`src/rtl/pattern_gen.sv`:
```
// pattern_gen -- video test-pattern generator for the pixel-clock domain.
//
// Takes the VTC counters and syncs and produces a registered 24-bit RGB
// stream. The syncs and active flag come out delay-matched to the pixels.
// Pattern, frame counter and box animation change only at frame start
// (FS), which is any cycle with counterX==0 and counterY==0. FS does not
// depend on sync polarity.
//
// Optional feature macro: PATTERN_GEN_BOX_EN
//   defined   -> mode 4 draws a box that bounces one BOX_STEP per frame
//   undefined -> no box registers exist; mode 4 draws the checker
//
// Ports
//   i_clk       pixel clock, the only clock
//   i_rst       synchronous active-high reset
//   i_mode      pattern select, latched at FS only
//                 0 checker, 1 colour bars, 2 ramp, 3 solid white,
//                 4 moving box, 5-7 checker
//   i_vsync     vertical sync from the VTC
//   i_hsync     horizontal sync from the VTC
//   i_active    active-video flag from the VTC
//   i_counterX  pixel X from the VTC
//   i_counterY  line Y from the VTC
//   o_rgb       {b[23:16], g[15:8], r[7:0]}; zero during blanking
//   o_vsync     i_vsync delayed 2 cycles
//   o_hsync     i_hsync delayed 2 cycles
//   o_active    i_active delayed 2 cycles
//   o_frame     frame counter, +1 at every FS, wraps 255 -> 0
//
// Flow control: there is no valid/ready handshake. One pixel is accepted on
// every clock, and each output pixel is valid exactly two cycles after its
// input. o_active tells the pixel apart from blanking.
//
// Pipeline
//   stage 1 registers X, Y, active, syncs and the decode inputs: mode,
//           frame and box position.
//   stage 2 registers o_rgb together with the delayed syncs and active.

module pattern_gen #(
   parameter int H_ACTIVE   = 640,
   parameter int V_ACTIVE   = 480,
   parameter int CW         = 10,
   parameter int CHECK_LOG2 = 4,
   parameter int BOX_SIZE   = 32,
   parameter int BOX_STEP   = 2
) (
   input  logic          i_clk,
   input  logic          i_rst,
   input  logic [2:0]    i_mode,
   input  logic          i_vsync,
   input  logic          i_hsync,
   input  logic          i_active,
   input  logic [CW-1:0] i_counterX,
   input  logic [CW-1:0] i_counterY,
   output logic [23:0]   o_rgb,
   output logic          o_vsync,
   output logic          o_hsync,
   output logic          o_active,
   output logic [7:0]    o_frame
);

   localparam int BAR_W = H_ACTIVE / 8;

   // ------------------------------------------------------------------
   // Frame-start state: mode latch, frame counter and box position
   // ------------------------------------------------------------------
   logic       fs;
   logic [2:0] mode_q, mode_nxt;
   logic [7:0] frame_q, frame_nxt;

   assign fs = (i_counterX == '0) && (i_counterY == '0);

   // Stage 1 captures these next-state values. The FS pixel itself is
   // therefore already drawn with the new mode, frame and box position.
   always_comb begin
      mode_nxt  = mode_q;
      frame_nxt = frame_q;
      if (fs) begin
         mode_nxt  = i_mode;
         frame_nxt = frame_q + 8'd1;
      end
   end

   always_ff @(posedge i_clk) begin
      if (i_rst) begin
         mode_q  <= 3'd0;
         frame_q <= 8'd0;
      end else begin
         mode_q  <= mode_nxt;
         frame_q <= frame_nxt;
      end
   end

   assign o_frame = frame_q;

`ifdef PATTERN_GEN_BOX_EN
   localparam int X_LIM = H_ACTIVE - BOX_SIZE;
   localparam int Y_LIM = V_ACTIVE - BOX_SIZE;

   // One axis of box motion. The result is {direction_negative, position}.
   // Overshooting either edge clamps to that edge and flips the direction
   // in the same step.
   function automatic logic [CW:0] step_axis(input logic [CW-1:0] p,
                                             input logic          neg,
                                             input int            lim);
      int          t;
      logic [CW:0] r;
      t = neg ? (int'(p) - BOX_STEP) : (int'(p) + BOX_STEP);
      if (t > lim)
         r = {1'b1, CW'(lim)};
      else if (t < 0)
         r = {1'b0, {CW{1'b0}}};
      else
         r = {neg, t[CW-1:0]};
      return r;
   endfunction

   logic [CW-1:0] bx_q, by_q, bx_nxt, by_nxt;
   logic          dx_neg_q, dy_neg_q, dx_neg_nxt, dy_neg_nxt;

   always_comb begin
      {dx_neg_nxt, bx_nxt} = {dx_neg_q, bx_q};
      {dy_neg_nxt, by_nxt} = {dy_neg_q, by_q};
      if (fs) begin
         {dx_neg_nxt, bx_nxt} = step_axis(bx_q, dx_neg_q, X_LIM);
         {dy_neg_nxt, by_nxt} = step_axis(by_q, dy_neg_q, Y_LIM);
      end
   end

   always_ff @(posedge i_clk) begin
      if (i_rst) begin
         bx_q     <= '0;
         by_q     <= '0;
         dx_neg_q <= 1'b0;
         dy_neg_q <= 1'b0;
      end else begin
         bx_q     <= bx_nxt;
         by_q     <= by_nxt;
         dx_neg_q <= dx_neg_nxt;
         dy_neg_q <= dy_neg_nxt;
      end
   end
`endif

   // ------------------------------------------------------------------
   // Stage 1
   // ------------------------------------------------------------------
   logic [CW-1:0] s1_x, s1_y;
   logic          s1_active, s1_hsync, s1_vsync;
   logic [2:0]    s1_mode;
   logic [7:0]    s1_frame;
`ifdef PATTERN_GEN_BOX_EN
   logic [CW-1:0] s1_bx, s1_by;
`endif

   always_ff @(posedge i_clk) begin
      if (i_rst) begin
         s1_x      <= '0;
         s1_y      <= '0;
         s1_active <= 1'b0;
         s1_hsync  <= 1'b0;
         s1_vsync  <= 1'b0;
         s1_mode   <= 3'd0;
         s1_frame  <= 8'd0;
`ifdef PATTERN_GEN_BOX_EN
         s1_bx     <= '0;
         s1_by     <= '0;
`endif
      end else begin
         s1_x      <= i_counterX;
         s1_y      <= i_counterY;
         s1_active <= i_active;
         s1_hsync  <= i_hsync;
         s1_vsync  <= i_vsync;
         s1_mode   <= mode_nxt;
         s1_frame  <= frame_nxt;
`ifdef PATTERN_GEN_BOX_EN
         s1_bx     <= bx_nxt;
         s1_by     <= by_nxt;
`endif
      end
   end

`ifndef PATTERN_GEN_BOX_EN
   // Without the box, only some Y bits feed a pattern.
   logic unused_y;
   assign unused_y = ^s1_y;
`endif

   // ------------------------------------------------------------------
   // Pattern decode (combinational, from the stage-1 registers)
   // ------------------------------------------------------------------
   logic [23:0] checker_rgb, bars_rgb, ramp_rgb, pat_rgb;
   logic [2:0]  bar, bar_code;
`ifdef PATTERN_GEN_BOX_EN
   logic        in_box;
   logic [23:0] box_rgb;
`endif

   assign checker_rgb = (s1_x[CHECK_LOG2] ^ s1_y[CHECK_LOG2]) ? 24'hFFFFFF : 24'h000000;

   // The bar index is the highest k with X >= k*BAR_W. X values past the
   // last whole bar therefore stay in bar 7, which is black.
   always_comb begin
      bar = 3'd0;
      for (int k = 1; k < 8; k++) begin
         if (int'(s1_x) >= k * BAR_W) bar = 3'(k);
      end
   end

   // bar_code = 7 - bar. Bit 2 drives red, bit 1 green and bit 0 blue, so
   // the bars run white, yellow, magenta, red, cyan, green, blue, black.
   assign bar_code = ~bar;
   assign bars_rgb = {{8{bar_code[0]}}, {8{bar_code[1]}}, {8{bar_code[2]}}};

   assign ramp_rgb = {s1_frame, s1_y[7:0], s1_x[7:0]};

`ifdef PATTERN_GEN_BOX_EN
   assign in_box  = (int'(s1_x) >= int'(s1_bx)) && (int'(s1_x) < int'(s1_bx) + BOX_SIZE) &&
                    (int'(s1_y) >= int'(s1_by)) && (int'(s1_y) < int'(s1_by) + BOX_SIZE);
   assign box_rgb = in_box ? 24'hFFFFFF : 24'h800000;
`endif

   always_comb begin
      pat_rgb = checker_rgb;
      case (s1_mode)
         3'd1:    pat_rgb = bars_rgb;
         3'd2:    pat_rgb = ramp_rgb;
         3'd3:    pat_rgb = 24'hFFFFFF;
`ifdef PATTERN_GEN_BOX_EN
         3'd4:    pat_rgb = box_rgb;
`endif
         default: pat_rgb = checker_rgb;
      endcase
   end

   // ------------------------------------------------------------------
   // Stage 2
   // ------------------------------------------------------------------
   always_ff @(posedge i_clk) begin
      if (i_rst) begin
         o_rgb    <= 24'h0;
         o_vsync  <= 1'b0;
         o_hsync  <= 1'b0;
         o_active <= 1'b0;
      end else begin
         o_rgb    <= s1_active ? pat_rgb : 24'h0;
         o_vsync  <= s1_vsync;
         o_hsync  <= s1_hsync;
         o_active <= s1_active;
      end
   end

endmodule

```
`config.mk`:
```
export PLATFORM = sky130hd
export DESIGN_NAME = pattern_gen
export DESIGN_NICKNAME = d
export VERILOG_FILES = /design/src/rtl/pattern_gen.sv
export SDC_FILE = /design/constraint.sdc
export NUM_CORES = 1
export LEC_CHECK = 0
export ABC_AREA = 1
export BUFFER_PORTS_ARGS = -buffer_cell sky130_fd_sc_hd__buf_4
export CORE_MARGIN = 2
export CORE_UTILIZATION = 30
export DETAILED_ROUTE_END_ITERATION = 8
export PLACE_DENSITY = 0.57
export SYNTH_ARGS = -nofsm -noshare
export SYNTH_HDL_FRONTEND = slang
export SYNTH_SLANG_ARGS = --single-unit
```
`constraint.sdc`:
```
create_clock -name i_clk -period 1.2 [get_ports i_clk]
set_clock_uncertainty 0.05 [all_clocks]
set_input_delay 0.24 -clock i_clk [delete_from_list [all_inputs] [get_ports i_clk]]
set_output_delay 0.24 -clock i_clk [all_outputs]
set_load 0.05 [all_outputs]
```
[Yosys cells after proc, flatten, opt, wreduce, memory -nomap -nowiden]
Cells that the tools add are included.
W data, S select, Z words.
Word-level totals
  bits in registers: 59
  input bits: 28
  output and inout port bits: 35
Cells by class
  add/sub/neg operators: 1
  magnitude comparators: 7
  equality and inequality tests: 3
  muxes and demuxes: 9
  bitwise operators: 3
  reduce and logical (&&, ||, !) cells: 4
Operators by type and width (count)
  $pmux W24 S3: 1
  $ge A10 B9 Y1 const B: 3
  $mux W24: 1
  $ge A10 B8 Y1 const B: 2
  $logic_not A10 Y1: 2
  $mux W3: 6
  $ge A10 B10 Y1 const B: 1
  $ge A10 B7 Y1 const B: 1
  $add A8 B1 Y8 const B: 1
  $eq A3 B2 Y1 const B: 2
  $eq A3 B1 Y1 const B: 1
  $not A3 Y3: 1
  $reduce_or A2 Y1: 1
  $logic_and A1 B1 Y1: 1
  $mux W1: 1
  $not A1 Y1: 1
  $xor A1 B1 Y1: 1

[Longest topological paths before layout]
Gate-level depths: netlist of run 1.
  depth after elaboration: 10
  gate-level depth with buffers: 11
  gate-level depth less buffers: 11

[Least setup slack after synthesis of run 1]
OpenSTA, ideal clock, no wires.
  path type: register to register
  start: reg, netlist name s1_frame[0]
  end: reg s1_frame[7]
  setup time: 119 ps
  arrival: 1387 ps
  path slack: -357 ps
  cell stages (with the launch flop): 7
  buffers on the path: 0
  period minus slack after synthesis: 1557 ps
  cell sequence: dfxtp_1 -> inv_1 -> nor2_1 -> nand4_1 -> xor2_1 -> nand2_1 -> a21oi_1
RTL lines
  to (signal assigned): RTL line 176  | s1_frame <= frame_nxt;
  to (decl): RTL line 151  | logic [7:0] s1_frame;

[Worst setup path in the final report of run 1]
  start: reg s1_x[5]
  end: reg o_rgb[20]
Between the ends
  longest elaborated chain between the ends: 10
Ends and longest elaborated chain
  from (decl): RTL line 148  | logic [CW-1:0] s1_x, s1_y;
  from (signal assigned): RTL line 170  | s1_x <= i_counterX;
  $ge A10 B7 Y1: RTL line 207  | if (int'(s1_x) >= k * BAR_W) bar = 3'(k);
  $mux W1: RTL line 207
  $mux W3 (5 in a row): RTL line 207
  $mux W3 (*): RTL line 207
  $not A3 Y3 (*): RTL line 213  | assign bar_code = ~bar;
  $pmux W24 S3 (*): RTL line 226  | case (s1_mode)
  to (signal assigned): RTL line 247  | o_rgb <= s1_active ? pat_rgb : 24'h0;
  to (decl): RTL line 55  | output logic [23:0] o_rgb,
Mark *: on every way between the ends. The rest lies on a longest branch, timed or not.
A chain may end at the register's enable or synchronous reset.

==> impl_metrics.env, run 1 <==
export IMPL_grt_max_degree=28
export IMPL_layout_setup_ws_ps=-65.43
export IMPL_drt_iter0_drc=103
export IMPL_clk_pin_slew_ps=70
export IMPL_dp_hpwl_mm=3.836
export IMPL_worstMarginPinSlew_ps=273.4
export IMPL_grt_pass1_wl_mm=9.052
export IMPL_end_kind="flip-flop"
export IMPL_numCtsBuffers=9
export IMPL_nFillCells=727
export IMPL_synth_top_cell_area_share=0.5297
export IMPL_diodes=0
export IMPL_ir_worst_vdd_mv=0.6910
export IMPL_critical_path_max_fanout=8
export IMPL_ys_top_cells_by_area="dfxtp_1, nor2_1, inv_1, o21ai_0, nand2_1"
export IMPL_htree_levels=3
export IMPL_syn_num_nets=307
export IMPL_min_delay_start="i_hsync"
export IMPL_hp_class="in -> reg"
export IMPL_yosys_area_share_simple=0.1930
export IMPL_grt_most_used_layer="met2"
export IMPL_initial_core_util=0.3091
export IMPL_grt_overflow=0
export IMPL_grtUsageMet3=0.04191
export IMPL_die_area_um2=8138
export IMPL_p_leak_nw=1.574
export IMPL_via_per_inst=4.313
export IMPL_core_um2=7214
export IMPL_nets=408
export IMPL_gp_congestion=0.7982
export IMPL_grt_use_met2=0.2130
export IMPL_synth_compound_area_share=0.1526
export IMPL_drv_slew=0
export IMPL_cp_required_ps=1410
export IMPL_holdWs_ps=45.91
export IMPL_hold_viol=0
export IMPL_setup_viol=15
export IMPL_yosysSeqAreaShare=0.5297
export IMPL_io_pins=63
export IMPL_netlist_area_um2=2230
export IMPL_cp_slowest_cell="dfxtp_4"
export IMPL_outcome="finished with violations"
export IMPL_chipHeight_um=90.21
export IMPL_cts_sinks=59
export IMPL_synth_top_family_by_area="simple AND/OR/NAND/NOR gates"
export IMPL_syn_avg_cell_area_um2=8.020
export IMPL_violations="setup timing"
export IMPL_fp_dieW_um=90.21
export IMPL_cts_root_buf="clkbuf_8"
export IMPL_r2r_start="s1_x[5]$_SDFF_PP0_"
export IMPL_setup_worst_path_start_class="flip-flop"
export IMPL_crit_start="s1_x[5]$_SDFF_PP0_"
export IMPL_power_per_cell_area_nw_per_um2=1343
export IMPL_num_vias=2079
export IMPL_critPathKind="reg -> reg"
export IMPL_syn_inst=278
export IMPL_avgRoutedWirePerCell_um=11.23
export IMPL_grt_antenna_before_repair=0
export IMPL_synth_top_area_cell="dfxtp_1"
export IMPL_clockBufferDepth=2
export IMPL_rows=31
export IMPL_synthXorXnorAreaFrac=0.01964
export IMPL_cts_hold_buf=0
export IMPL_drv_cap=0
export IMPL_drc=0
export IMPL_synth_warnings=0
export IMPL_drive_above_1_share=0.4413
export IMPL_portBuffers=62
export IMPL_slew_headroom=0.8177
export IMPL_critPathMaxStageDelay_ps=370
export IMPL_area_growth_pct=58.36
export IMPL_crit_arrival_ps=1480
export IMPL_fin_crit_ps=1265
export IMPL_synth_cell_types=24
export IMPL_track_usage=0.1412
export IMPL_drtPass1Iterations=4
export IMPL_fmax_ghz=0.7902
export IMPL_cts_tree="yes"
export IMPL_cpMostUsedCell="nand2_1"
export IMPL_dp_worst_setup_slack_ps=-247.8
export IMPL_groute_layer_met1_usage=0.1814
export IMPL_yosys_area_share_adder=0.005612
export IMPL_detail_route_antenna_nets=0
export IMPL_wirelength_mm=5.413
export IMPL_ys_ff_latch=59
export IMPL_grt_pass1_vias=1959
export IMPL_rsz0062_at_grt="true"
export IMPL_synth_mux_area_frac=0
export IMPL_path_cells="nand2_2 > nor2_2 > nor2_1 > nand2_1 > nand2_1 > nand2_1 > nand2_2 > nand2_4 > a21oi_2"
export IMPL_clkLatencyLatePin_ps=340
export IMPL_timing_final_crit_share=1.055
worst paths after layout:
check,end,slack (ps),cells past startpoint
setup / recovery,o_rgb[20]$_SDFF_PP0_,-70,9
hold / removal,s1_hsync$_SDFF_PP0_,50,3
setup reg to reg,o_rgb[20]$_SDFF_PP0_,-70,9
hold reg to reg,o_hsync$_SDFF_PP0_,350,2
final cells by class:
cell class	instances	area, µm²	area share
Inverter	42	162.7	0.04607
Sequential cell	59	1221	0.3459
Timing Repair Buffer	100	824.5	0.2335
Multi-Input combinational cell	167	949.7	0.2690
Clock inverter	4	97.59	0.02764
Clock buffer	11	151.4	0.04288
Tap cell	99	123.9	0.03508
repair_timing:
item                       in CTS  in global routing
resized for setup              45                 12
buffers inserted                4                  3
setup endpoints to repair      31                 39
pin swaps                       7                  9
synth_stat cells:
master    instances
dfxtp_1          59
nor2_1           50
inv_1            36
nand2_1          30
o21ai_0          23
a21oi_1          22
a31oi_1          17
nand3_1           7
nand4_1           6
buf_2             5
xor2_1            5
inv_2             3
buf_1             2
buf_6             2
inv_4             2
a21oi_2           1
clkbuf_1          1
clkinv_1          1
ha_1              1
nand2_2           1
nand3_4           1
nor2_4            1
nor3_4            1
nor4_1            1
sequential cells by signal, summed over array words and instances (netlist names):
register / flops
s1_active: 1
s1_mode: 3
s1_x: 10
s1_hsync: 1
o_hsync: 1
s1_y: 8
s1_vsync: 1
s1_frame: 8
o_vsync: 1
o_active: 1
o_rgb: 24
cell families (layout without fill, tap and decap cells):
logic type | after synthesis | after routing
buf+inv | 52 | 157
xor+xnor | 5 | 5
fa+ha+maj | 1 | 1
simple gates | 98 | 98
flops | 59 | 59
compound gates | 63 | 63
report_power, final:
part,total [mW],switching (mW),internal (mW)
combinational,0.487,0.271,0.216
clock,2.21,0.732,1.48
sequential,2.04,0.0346,2.01
total,4.74,1.04,3.71
layout by cell type, fill, tap and decap left out, drive strengths merged:
cell type and count:
a21oi 23, inv 41, ha 1, nor4 1, bufinv 3, nor3 1
xor2 5, o21ai 23, a31oi 17, clkinvlp 1, nand4 6, clkbuf 11
nand3 8, buf 100, nor2 51, clkinv 1, dfxtp 59, nand2 31
worst max-delay path, delay by kind of cell, from the launching register on:
| kind | cells | cell delay [ps] |
|---|---|---|
| and+or+nand+nor | 8 | 610 |
| DFF | 1 | 370 |
| AOI/OAI and AO/OA | 1 | 160 |
routing by layer:
layer / routed length, µm / part of all wire
met5: 0 / 0
met3: 279 / 0.052
met2: 2454 / 0.45
met4: 135 / 0.025
met1: 2543 / 0.47
per-stage QoR:
step                total power, mW  cells    util  instance area, µm²  TNS (ps)
finish                        4.744    482  0.4894                3531    -452.2
global route                  4.919    482  0.4894                3531     -3502
CTS                           4.787    479  0.4802                3465    -273.3
detailed placement            2.547    460  0.4223                3047     -4189
global placement              2.544    460  0.4223                3047     -3295
floorplan                     2.330    278       -                2258    -15.34
(Power assumes the default switching activity.)
==> run 2, diff against run 1 <==
--- a/config.mk
+++ b/config.mk
@@ -12,3 +12,3 @@
 export DETAILED_ROUTE_END_ITERATION = 8
-export PLACE_DENSITY = 0.57
+export PLACE_DENSITY = 0.55
 export SYNTH_ARGS = -nofsm -noshare
==> constraint.sdc (replaced) <==
create_clock -name i_clk -period 1.5 [get_ports i_clk]
set_clock_uncertainty 0.05 [all_clocks]
set_input_delay 0.15 -clock i_clk [delete_from_list [all_inputs] [get_ports i_clk]]
set_output_delay 0.15 -clock i_clk [all_outputs]
set_load 0.05 [all_outputs]
==> impl_metrics.env, run 2 (synthesis results as in run 1) <==
export IMPL_r2r_slack_ps=170
export IMPL_crit_buf_inv=4
export IMPL_drtPass1Iterations=4
export IMPL_clk_pin_slew_ps=60
export IMPL_power_frac_comb=0.104
export IMPL_p_leak_nw=1.441
export IMPL_grt_overflow=0
export IMPL_critPathTopFamily="buffers and inverters"
export IMPL_drv_cap=0
export IMPL_outcome="completed"
export IMPL_gp_congestion=0.8610
export IMPL_grt_antenna_before_repair=0
export IMPL_top_register="o_rgb"
export IMPL_die_area_um2=8138
export IMPL_clockBufferDepth=2
export IMPL_critical_path_max_fanout=5
export IMPL_ir_worst_vdd_mv=0.5098
export IMPL_power_per_cell_area_nw_per_um2=1047
export IMPL_clkLatencyLatePin_ps=340
export IMPL_area_growth_pct=45.51
export IMPL_finalSetupTns_ps=0
export IMPL_netSwitchingPower_mw=0.8180
export IMPL_power_mw=3.397
export IMPL_avgRoutedWirePerCell_um=11.25
export IMPL_cts_tree="yes"
export IMPL_htree_levels=3
export IMPL_hold_viol=0
export IMPL_cp_required_ps=1670
export IMPL_crit_arrival_ps=1630
export IMPL_cts_sinks=59
export IMPL_seqPwrFrac=0.484
export IMPL_slew_headroom=0.5910
export IMPL_chipHeight_um=90.21
export IMPL_largest_reg_flops=24
export IMPL_grt_pass1_vias=1865
export IMPL_drt_iter0_drc=112
export IMPL_drv_slew=0
export IMPL_fp_dieW_um=90.21
export IMPL_drive_above_1_share=0.3144
export IMPL_cts_root_buf="clkbuf_8"
export IMPL_track_usage=0.1311
export IMPL_dp_hpwl_mm=3.786
export IMPL_via_per_inst=4.419
export IMPL_switching_share=0.2408
export IMPL_rows=31
export IMPL_grt_max_degree=28
export IMPL_path_cells="dlygate4sd3_1 > buf_4 > inv_2 > nand4_1 > nor2_2 > nand3_4 > clkinvlp_4 > nand3_2 > nand2_1 > nor2_1"
export IMPL_io_pins=63
export IMPL_fin_crit_ps=1460
export IMPL_clkPwrFrac=0.412
export IMPL_num_vias=2068
export IMPL_numCtsBuffers=9
export IMPL_p_int_mw=2.579
export IMPL_wirelength_mm=5.265
export IMPL_grt_pass1_wl_mm=8.500
export IMPL_portBuffers=62
export IMPL_detail_route_antenna_nets=0
export IMPL_mostFrequentLayoutCells="buf_4, dfxtp_1, nor2_1, nand2_1"
export IMPL_dp_worst_setup_slack_ps=157.8
export IMPL_initial_core_util=0.3091
export IMPL_fmax_ghz=0.6851
export IMPL_cp_slowest_cell="dlygate4sd3_1"
export IMPL_setup_worst_path_start_class="input pin"
export IMPL_reg_top3="o_rgb x24, s1_x x10"
export IMPL_hp_class="in -> reg"
export IMPL_critPathKind="in -> reg"
export IMPL_timing_final_crit_share=0.9731
export IMPL_end_kind="flip-flop"
export IMPL_drc=0
export IMPL_final_common_cell="buf_4"
export IMPL_critPathMaxStageDelay_ps=550
export IMPL_nets=393
export IMPL_core_um2=7214
export IMPL_diodes=0
export IMPL_setup_viol=0
export IMPL_worstMarginPinSlew_ps=607.9
export IMPL_layout_setup_ws_ps=40.28
[run 2: path summary, 6_finish.rpt]
path                            start                  endpoint  cells after the start
max                     i_counterX[4]  s1_frame[2]$_SDFFE_PP0P_                     10
min                         i_mode[2]   s1_mode[2]$_SDFFE_PP0P_                      3
max reg2reg  s1_frame[2]$_SDFFE_PP0P_  s1_frame[7]$_SDFFE_PP0P_                      6
min reg2reg       s1_hsync$_SDFF_PP0_        o_hsync$_SDFF_PP0_                      2
[run 2: final cells by class]
cell class	instances	area (µm²)
multi-input cells	167	872.1
inverters	42	166.4
well taps	99	123.9
flip-flops and latches	59	1185
repair inverters	1	7.507
clock inverters	4	50.05
repair buffers	84	694.4
clock buffers	12	145.1
fillers	754	3970
[run 2: metal layers]
layer | vias up | track usage | routed length (µm)
li1 | 1072 | - | -
met1 | 923 | 0.1620 | 2466
met2 | 57 | 0.2024 | 2373
met3 | 16 | 0.03604 | 275
met4 | 0 | 0.08077 | 150
met5 | - | 0 | 0
[run 2: worst min-delay path: cells and delay by family]
family / cells / cell delay, ps
and+or+nand+nor: 1 / 70
AOI/OAI and AO/OA: 1 / 60
buffers and inverters: 1 / 80
[run 2: timing repair]
| action | 4_1_cts | 5_1_grt |
|---|---|---|
| hold buffers | 19 | 0 |
| resized for setup | 0 | 39 |
| endpoints found under the setup margin | 0 | 12 |
| setup buffers | 0 | 3 |
| hold endpoints to repair | 19 | 0 |
[run 2: stage by stage]
stage	hold slack, ps	area (µm²)	utilization	cells
after floorplan	207.0	2233	-	278
after global placement	302.0	2809	0.3894	435
after detailed placement	310.0	2809	0.3894	435
after CTS	2.982	3194	0.4428	470
after global routing	33.84	3244	0.4497	468
final	7.093	3244	0.4497	468
[run 2: power groups by stage]
stage / clock network (mW) / logic, mW / registers, mW
2_1_floorplan: 0 / 0.122 / 1.75
3_3_place_gp: 0 / 0.307 / 1.68
3_5_place_dp: 0 / 0.309 / 1.68
4_1_cts: 1.44 / 0.349 / 1.64
5_1_grt: 1.50 / 0.387 / 1.65
6_report: 1.40 / 0.354 / 1.64
